`config.mk`:
```
export PLATFORM = sky130hd
export DESIGN_NAME = plic_ctrl_flat
export DESIGN_NICKNAME = d
export VERILOG_FILES = /design/src/rtl/plic_pkg.sv /design/src/rtl/plic_ctrl_if.sv /design/src/rtl/plic_gateway.sv /design/src/rtl/plic_ctrl.sv /design/src/flat_wrapper.sv
export SDC_FILE = /design/constraint.sdc
export NUM_CORES = 1
export LEC_CHECK = 0
export ABC_AREA = 1
export CORE_MARGIN = 2
export CORE_UTILIZATION = 25
export DETAILED_ROUTE_END_ITERATION = 10
export GPL_TIMING_DRIVEN = 0
export SKIP_LAST_GASP = 1
export SLEW_MARGIN = 5
export SYNTH_ARGS = -nofsm -noshare
export SYNTH_HDL_FRONTEND = slang
export SYNTH_SLANG_ARGS = --single-unit
```
`constraint.sdc`:
```
create_clock -name clk -period 9.85 [get_ports clk]
set_clock_uncertainty 0.15 [all_clocks]
set_input_delay 1.97 -clock clk [delete_from_list [all_inputs] [get_ports clk]]
set_output_delay 1.97 -clock clk [all_outputs]
set_load 0.03 [all_outputs]
```
`src/rtl/plic_pkg.sv`:
```
// Shared constants for the platform-level interrupt controller:
// register offsets, source-ID width and the "no interrupt" ID.
package plic_pkg;

  localparam int unsigned ID_W = 5;
  localparam logic [ID_W-1:0] ID_NONE = '0;

  localparam int unsigned PRIO_BASE   = 'h000;
  localparam int unsigned PENDING_OFF = 'h080;
  localparam int unsigned TRIG_OFF    = 'h0C0;
  localparam int unsigned ENABLE_OFF  = 'h100;
  localparam int unsigned THRESH_OFF  = 'h200;
  localparam int unsigned CLAIM_OFF   = 'h204;

endpackage

```
`src/rtl/plic_ctrl_if.sv`:
```
// Single-cycle register port of the PLIC. The core/JTAG side is the
// master; the controller is the slave. Read data follows reg_re by one cycle.
interface plic_ctrl_if #(
  parameter int AW = 12,
  parameter int DW = 32
);
  logic          reg_we;
  logic          reg_re;
  logic [AW-1:0] reg_addr;
  logic [DW-1:0] reg_wdata;
  logic [DW-1:0] reg_rdata;

  modport master (output reg_we, reg_re, reg_addr, reg_wdata, input reg_rdata);
  modport slave  (input reg_we, reg_re, reg_addr, reg_wdata, output reg_rdata);
endinterface

```
`src/rtl/plic_gateway.sv`:
```
// Per-source interrupt gateway: owns the pending and in_flight flags and
// reacts to claim/complete pulses from the controller.
// With PLIC_EDGE_TRIG_EN defined, a source can be switched to edge mode;
// a rising edge seen while the source is in flight is remembered in a
// single-deep edge_seen bit and turns into pending on complete.
module plic_gateway (
  input  logic clk,
  input  logic rstn,
  input  logic irq,
  input  logic claim,
  input  logic complete,
`ifdef PLIC_EDGE_TRIG_EN
  input  logic edge_mode,
`endif
  output logic pending,
  output logic in_flight
);

`ifdef PLIC_EDGE_TRIG_EN
  logic irq_q;
  logic edge_seen;
  logic rise;

  assign rise = irq & ~irq_q;

  // Pending / in-flight tracking for level and edge sources.
  // NOTE: state is updated with <= so every flop samples the pre-edge values.
  always_ff @(posedge clk) begin
    if (!rstn) begin
      irq_q     <= 1'b0;
      edge_seen <= 1'b0;
      pending   <= 1'b0;
      in_flight <= 1'b0;
    end else begin
      irq_q <= irq;
      if (claim) begin
        pending   <= 1'b0;
        in_flight <= 1'b1;
        if (edge_mode && rise) edge_seen <= 1'b1;
      end else if (complete && in_flight) begin
        in_flight <= 1'b0;
        if (edge_mode) begin
          pending   <= edge_seen | rise;
          edge_seen <= 1'b0;
        end
      end else if (edge_mode) begin
        if (rise) begin
          if (in_flight) edge_seen <= 1'b1;
          else           pending   <= 1'b1;
        end
      end else if (irq && !in_flight) begin
        pending <= 1'b1;
      end
    end
  end
`else
  // Level-mode pending / in-flight tracking; claim beats a same-cycle request.
  // NOTE: state is updated with <= so every flop samples the pre-edge values.
  always_ff @(posedge clk) begin
    if (!rstn) begin
      pending   <= 1'b0;
      in_flight <= 1'b0;
    end else begin
      if (claim) begin
        pending   <= 1'b0;
        in_flight <= 1'b1;
      end else begin
        if (complete) in_flight <= 1'b0;
        if (irq && !in_flight) pending <= 1'b1;
      end
    end
  end
`endif

endmodule

```
`src/rtl/plic_ctrl.sv`:
```
// Platform-level interrupt controller: register file, gateways, priority
// arbiter and registered external interrupt request to the core.
// Optional feature macro: PLIC_EDGE_TRIG_EN adds the per-source trigger-mode
// register (edge/level); without it all sources are level-triggered.
module plic_ctrl
  import plic_pkg::*;
#(
  parameter int SRC_NUM = 8,
  parameter int PRIO_W  = 3,
  parameter int DW      = 32,
  parameter int AW      = 12
) (
  input  logic               clk,
  input  logic               rstn,
  input  logic [SRC_NUM-1:0] irq_i,
  plic_ctrl_if.slave         bus,
  output logic               ext_irq_o,
  output logic [ID_W-1:0]    claim_id_o
);

  logic [PRIO_W-1:0]  prio [SRC_NUM];
  logic [SRC_NUM-1:0] enable;
  logic [PRIO_W-1:0]  thresh;
`ifdef PLIC_EDGE_TRIG_EN
  logic [SRC_NUM-1:0] trig_mode;
`endif

  logic [SRC_NUM-1:0] pending;
  logic [SRC_NUM-1:0] in_flight;
  logic [SRC_NUM-1:0] cand;
  logic [SRC_NUM-1:0] claim_vec;
  logic [SRC_NUM-1:0] comp_vec;
  logic [ID_W-1:0]    best_id;
  logic [PRIO_W-1:0]  best_prio;
  logic [DW-1:0]      rd_mux;
  logic               rd_en;
  logic               claim_rd;
  logic               claim_hit;

  // A simultaneous write wins; the read then returns 0 and has no side effect.
  assign rd_en    = bus.reg_re & ~bus.reg_we;
  assign claim_rd = rd_en && (bus.reg_addr == AW'(CLAIM_OFF));

  // Candidates, claim/complete pulses and best-candidate selection.
  // NOTE: every output gets a default first so no latch is inferred.
  always_comb begin
    cand      = '0;
    claim_vec = '0;
    comp_vec  = '0;
    best_id   = ID_NONE;
    best_prio = '0;
    for (int k = 0; k < SRC_NUM; k++) begin
      cand[k]      = pending[k] & enable[k] & (prio[k] > thresh);
      // Only a still-valid candidate can be claimed; a stale ID claims nothing.
      claim_vec[k] = claim_rd && (claim_id_o == ID_W'(k + 1)) && cand[k];
      comp_vec[k]  = bus.reg_we && (bus.reg_addr == AW'(CLAIM_OFF)) &&
                     (bus.reg_wdata == DW'(k + 1));
      // Strict compare: on equal priority the lower ID is kept.
      if (cand[k] && (prio[k] > best_prio)) begin
        best_id   = ID_W'(k + 1);
        best_prio = prio[k];
      end
    end
  end

  assign claim_hit = |claim_vec;

  // Register read multiplexer; unmapped offsets read 0.
  always_comb begin
    rd_mux = '0;
    for (int k = 0; k < SRC_NUM; k++)
      if (bus.reg_addr == AW'(PRIO_BASE + 4 * k)) rd_mux = DW'(prio[k]);
    if (bus.reg_addr == AW'(PENDING_OFF)) rd_mux = DW'(pending);
    if (bus.reg_addr == AW'(ENABLE_OFF))  rd_mux = DW'(enable);
    if (bus.reg_addr == AW'(THRESH_OFF))  rd_mux = DW'(thresh);
`ifdef PLIC_EDGE_TRIG_EN
    if (bus.reg_addr == AW'(TRIG_OFF))    rd_mux = DW'(trig_mode);
`endif
    if (bus.reg_addr == AW'(CLAIM_OFF))   rd_mux = DW'(claim_hit ? claim_id_o : ID_NONE);
  end

  // Register file writes and registered read data.
  always_ff @(posedge clk) begin
    if (!rstn) begin
      // NOTE: the priority array is a handful of flops, so it is reset
      // explicitly rather than left to software like a RAM would be.
      for (int k = 0; k < SRC_NUM; k++) prio[k] <= '0;
      enable        <= '0;
      thresh        <= '0;
`ifdef PLIC_EDGE_TRIG_EN
      trig_mode     <= '0;
`endif
      bus.reg_rdata <= '0;
    end else begin
      bus.reg_rdata <= rd_en ? rd_mux : '0;
      if (bus.reg_we) begin
        for (int k = 0; k < SRC_NUM; k++)
          if (bus.reg_addr == AW'(PRIO_BASE + 4 * k)) prio[k] <= bus.reg_wdata[PRIO_W-1:0];
        if (bus.reg_addr == AW'(ENABLE_OFF)) enable <= bus.reg_wdata[SRC_NUM-1:0];
        if (bus.reg_addr == AW'(THRESH_OFF)) thresh <= bus.reg_wdata[PRIO_W-1:0];
`ifdef PLIC_EDGE_TRIG_EN
        if (bus.reg_addr == AW'(TRIG_OFF))   trig_mode <= bus.reg_wdata[SRC_NUM-1:0];
`endif
      end
    end
  end

  // Registered best candidate and the interrupt request derived from it.
  always_ff @(posedge clk) begin
    if (!rstn) begin
      claim_id_o <= ID_NONE;
      ext_irq_o  <= 1'b0;
    end else begin
      claim_id_o <= best_id;
      ext_irq_o  <= (claim_id_o != ID_NONE);
    end
  end

  for (genvar k = 0; k < SRC_NUM; k++) begin : g_gw
    plic_gateway u_gw (
      .clk       (clk),
      .rstn      (rstn),
      .irq       (irq_i[k]),
      .claim     (claim_vec[k]),
      .complete  (comp_vec[k]),
`ifdef PLIC_EDGE_TRIG_EN
      .edge_mode (trig_mode[k]),
`endif
      .pending   (pending[k]),
      .in_flight (in_flight[k])
    );
  end

endmodule

```
`src/flat_wrapper.sv`:
```
// flat-port wrapper written by rule: the top's interface ports become plain ports
module plic_ctrl_flat import plic_pkg::*;
#(
  parameter int SRC_NUM = 8,
  parameter int PRIO_W  = 3,
  parameter int DW      = 32,
  parameter int AW      = 12
)
  (clk, rstn, irq_i, ext_irq_o, claim_id_o, bus_reg_we, bus_reg_re, bus_reg_addr, bus_reg_wdata, bus_reg_rdata);
  plic_ctrl_if #(.AW(AW), .DW(DW)) bus_i ();
  input  logic clk;
  input  logic rstn;
  input  logic [SRC_NUM-1:0] irq_i;
  output logic ext_irq_o;
  output logic [ID_W-1:0] claim_id_o;
  input wire logic [$bits(bus_i.reg_we)-1:0] bus_reg_we;
  input wire logic [$bits(bus_i.reg_re)-1:0] bus_reg_re;
  input wire logic [$bits(bus_i.reg_addr)-1:0] bus_reg_addr;
  input wire logic [$bits(bus_i.reg_wdata)-1:0] bus_reg_wdata;
  output wire logic [$bits(bus_i.reg_rdata)-1:0] bus_reg_rdata;
  assign bus_i.reg_we = bus_reg_we;
  assign bus_i.reg_re = bus_reg_re;
  assign bus_i.reg_addr = bus_reg_addr;
  assign bus_i.reg_wdata = bus_reg_wdata;
  assign bus_reg_rdata = bus_i.reg_rdata;
  plic_ctrl #(.SRC_NUM(SRC_NUM), .PRIO_W(PRIO_W), .DW(DW), .AW(AW)) u_core (.clk(clk), .rstn(rstn), .irq_i(irq_i), .bus(bus_i), .ext_irq_o(ext_irq_o), .claim_id_o(claim_id_o));
endmodule
```
==> reports/metrics.yaml, run 1 <==
clock_tree:
  path_clk_slew_ns: 0.05
  cts.sinks: 64
  h-tree-depth: 3
  cts_tree: "built"
  holdBufCountCts: 0
  clock_path_buffers: 2
  cts-buffers-inserted: 9
  cts_root_buf: "clkbuf_16"
  clock_latency_ns: 0.34
critical_path:
  cp.required_ns: 9.95
  endpoint_kind: "register"
  path_class: "register to register"
  crit_start: "u_core.thresh[2]"
  cpMaxStageDelayCell: "dfxtp_1"
  critPathMostFrequentCell: "nand2_1"
  worst-path-max-fanout: 8
  regToRegStartpoint: "u_core.thresh[2]"
  critPathMaxStageDelay_ns: 0.37
  ff2ff_path_depth: 56
  r2r_slack_ns: 0.76
  crit_arrival_ns: 9.19
  r2r_end: "u_core.claim_id_o[2]"
  startpoint_type: "register"
timing:
  fin_hold_ws_ns: 0.318
  final.period_utilization_pct: 92.2
  slew_headroom_pct: 55.2
  hold_viol: 0
  tightest_slew_ns: 0.666
  rsz0062_at_grt: "no"
  slew_violations: 0
  fmax_mhz: 110
  finalSetupTns_ns: 0
  setup_violations: 0
  setup_slack_ns: 0.763
  fin_crit_ns: 9.09
synth:
  yosys_warnings: 0
  synth.top_cell.area_share_pct: 16.4
  yosysTopAreaCell: "dfxtp_1"
  syn_area_per_cell_um2: 7.49
  ys_seq_area_share_pct: 31.2
  ys_seq_elements: 64
  synth_cell_types: 49
  syn-cell-area_mm2: 0.00488
  netlist_top_cells_area: "dfxtp_1 16%, edfxtp_1 15%, ha_1 10%, inv_1 7.5%, nand2_1 7.2%"
  synth_cells: 652
  synth_ff_type: "dfxtp_1"
  synthArstFlopShare_pct: 0
  synth_edf_count: 24
placement:
  dp_hpwl_mm: 11.3
  gp_congestion: 0.875
  dp_slack_ns: 0.300
  portBuffers: 65
grt:
  grt_pass1_vias: 4341
  antenna_found_initial: 0
  grt_pass1_wl_mm: 22.1
  grt_max_degree: 11
  track_usage_pct: 14.0
  grt_overflow: 0
run_status:
  status: "finished, final reports clean"
cells_and_area:
  multi_input_area_mm2: 0.00283
  fillers: 2030
  mostFrequentLayoutCell: "inv_1"
  seq_area_mm2: 0.00152
  nNetsFinal: 854
  syn2layout_area_growth_pct: 29.1
  diodes: 0
  final_cell_mix: "96 x inv_1, 94 x nand2_1, 65 x clkdlybuf4s50_1, 56 x nor2_1, 48 x a21oi_1"
  drive_gt1_share_pct: 14.0
min_path:
  min_from: "u_core.enable[5]"
  min_delay_path_depth: 2
  whs_endpoint: "u_core.enable[5]"
  hp-class: "register to register"
floorplanning:
  start_util_pct: 25.2
  die_h_um: 144
  core_mm2: 0.0193
  io_pins: 94
  dieArea_mm2: 0.0207
  fp.dieW_um: 144
  core.rowCount: 51
drt:
  avgRoutedWirePerCell_um: 13.6
  ant_nets: 0
  routed_via_density: 4.48
  drtPass1Iterations: 5
  vias: 4607
  wirelength_mm: 14.0
  first_iter_violations: 305
  drc: 0
power_and_ir_drop:
  vdd_drop_max_mv: 0.0739
  power_density_mw_per_mm2: 112
  leakage_uw: 0.00265
job:
  cap_violations: 0
synth_stat cells, types with 9 or more instances:
cell	count
nand3_1	34
inv_1	98
o21ai_0	47
nor2_1	56
buf_4	25
nand3_2	11
nand2_1	94
dfxtp_1	40
nand4_1	12
edfxtp_1	24
clkbuf_1	9
nor4_1	13
a21oi_1	48
ha_1	40
nor3_1	19
final cells by class:
class	count	share of cell area (%)
multi-input cells	471	44.9
flip-flops and latches	64	24.2
repair buffers	71	11.0
inverters	107	6.55
well taps	265	5.26
clock buffers	11	3.85
plain buffers	34	3.51
clock inverters	5	0.735
sequential cells by signal, indices dropped and copies added, names as in the netlist:
name / cells
u_core.claim_id_o: 4
u_core.bus.reg_rdata: 8
u_core.prio: 24
u_core.thresh: 3
u_core.g_gw.u_gw.pending: 8
u_core.g_gw.u_gw.in_flight: 8
u_core.enable: 8
u_core.ext_irq_o: 1
worst max-delay path by stage:
stage                                 to  slack [ns]  cells after the start
floorplan           u_core.claim_id_o[2]        1.72                     54
global placement    u_core.claim_id_o[2]        0.37                     54
detailed placement  u_core.claim_id_o[2]        0.30                     54
CTS                 u_core.claim_id_o[2]        0.24                     54
global route        u_core.claim_id_o[2]        0.07                     56
finish              u_core.claim_id_o[2]        0.76                     56
through the flow:
step / instance area (µm²) / utilization, % / total power, µW / cells
2_1_floorplan: 4970 / - / 357 / 676
3_5_place_dp: 5950 / 30.8 / 395 / 1006
3_3_place_gp: 5950 / 30.8 / 394 / 1006
4_1_cts: 6240 / 32.3 / 708 / 1022
6_report: 6300 / 32.6 / 704 / 1028
5_1_grt: 6300 / 32.6 / 731 / 1028
where the power goes:
part / leakage, µW / switching, µW / internal (µW)
clock: 0.000142 / 114 / 200
sequential: 0.000554 / 8.74 / 283
combinational: 0.00196 / 55.6 / 42.9
total: 0.00265 / 179 / 526
cells by family after synthesis:
kind of cell    share of synthesized area (%)
buf+inv                                  12.8
compound gates                           13.8
flops                                    31.2
fa+ha+maj                                10.3
other cells                            0.0768
simple gates                             31.9
timing repair:
action	4_1_cts	5_1_grt
endpoints found under the setup margin	0	4
buffers inserted	0	6
gates resized for setup	0	6
layer usage:
layer	track usage (%)	up-vias	routed length, µm
li1	-	2368	-
met1	17.4	2059	6340
met2	24.2	151	6620
met3	2.40	29	730
met4	5.42	0	331
met5	0	-	0
worst max-delay path: cells and delay by family, from the launching register on:
kind            cells  cell delay (ns)
buf+inv             8             0.78
compound gates     11             1.94
fa+ha+maj           8             2.32
flops               1             0.37
simple gates       29             3.40
Note: power is estimated with default switching activity, not from simulation.
==> run 2: changes to the inputs <==
--- a/config.mk
+++ b/config.mk
@@ -8,6 +8,7 @@
 export ABC_AREA = 1
 export CORE_MARGIN = 2
 export CORE_UTILIZATION = 25
+export CTS_CLUSTER_DIAMETER = 150
 export DETAILED_ROUTE_END_ITERATION = 10
 export GPL_TIMING_DRIVEN = 0
 export SKIP_LAST_GASP = 1
==> results of run 2 <==
Same layout as run 1: the final DEF is identical, and so are final timing and power.
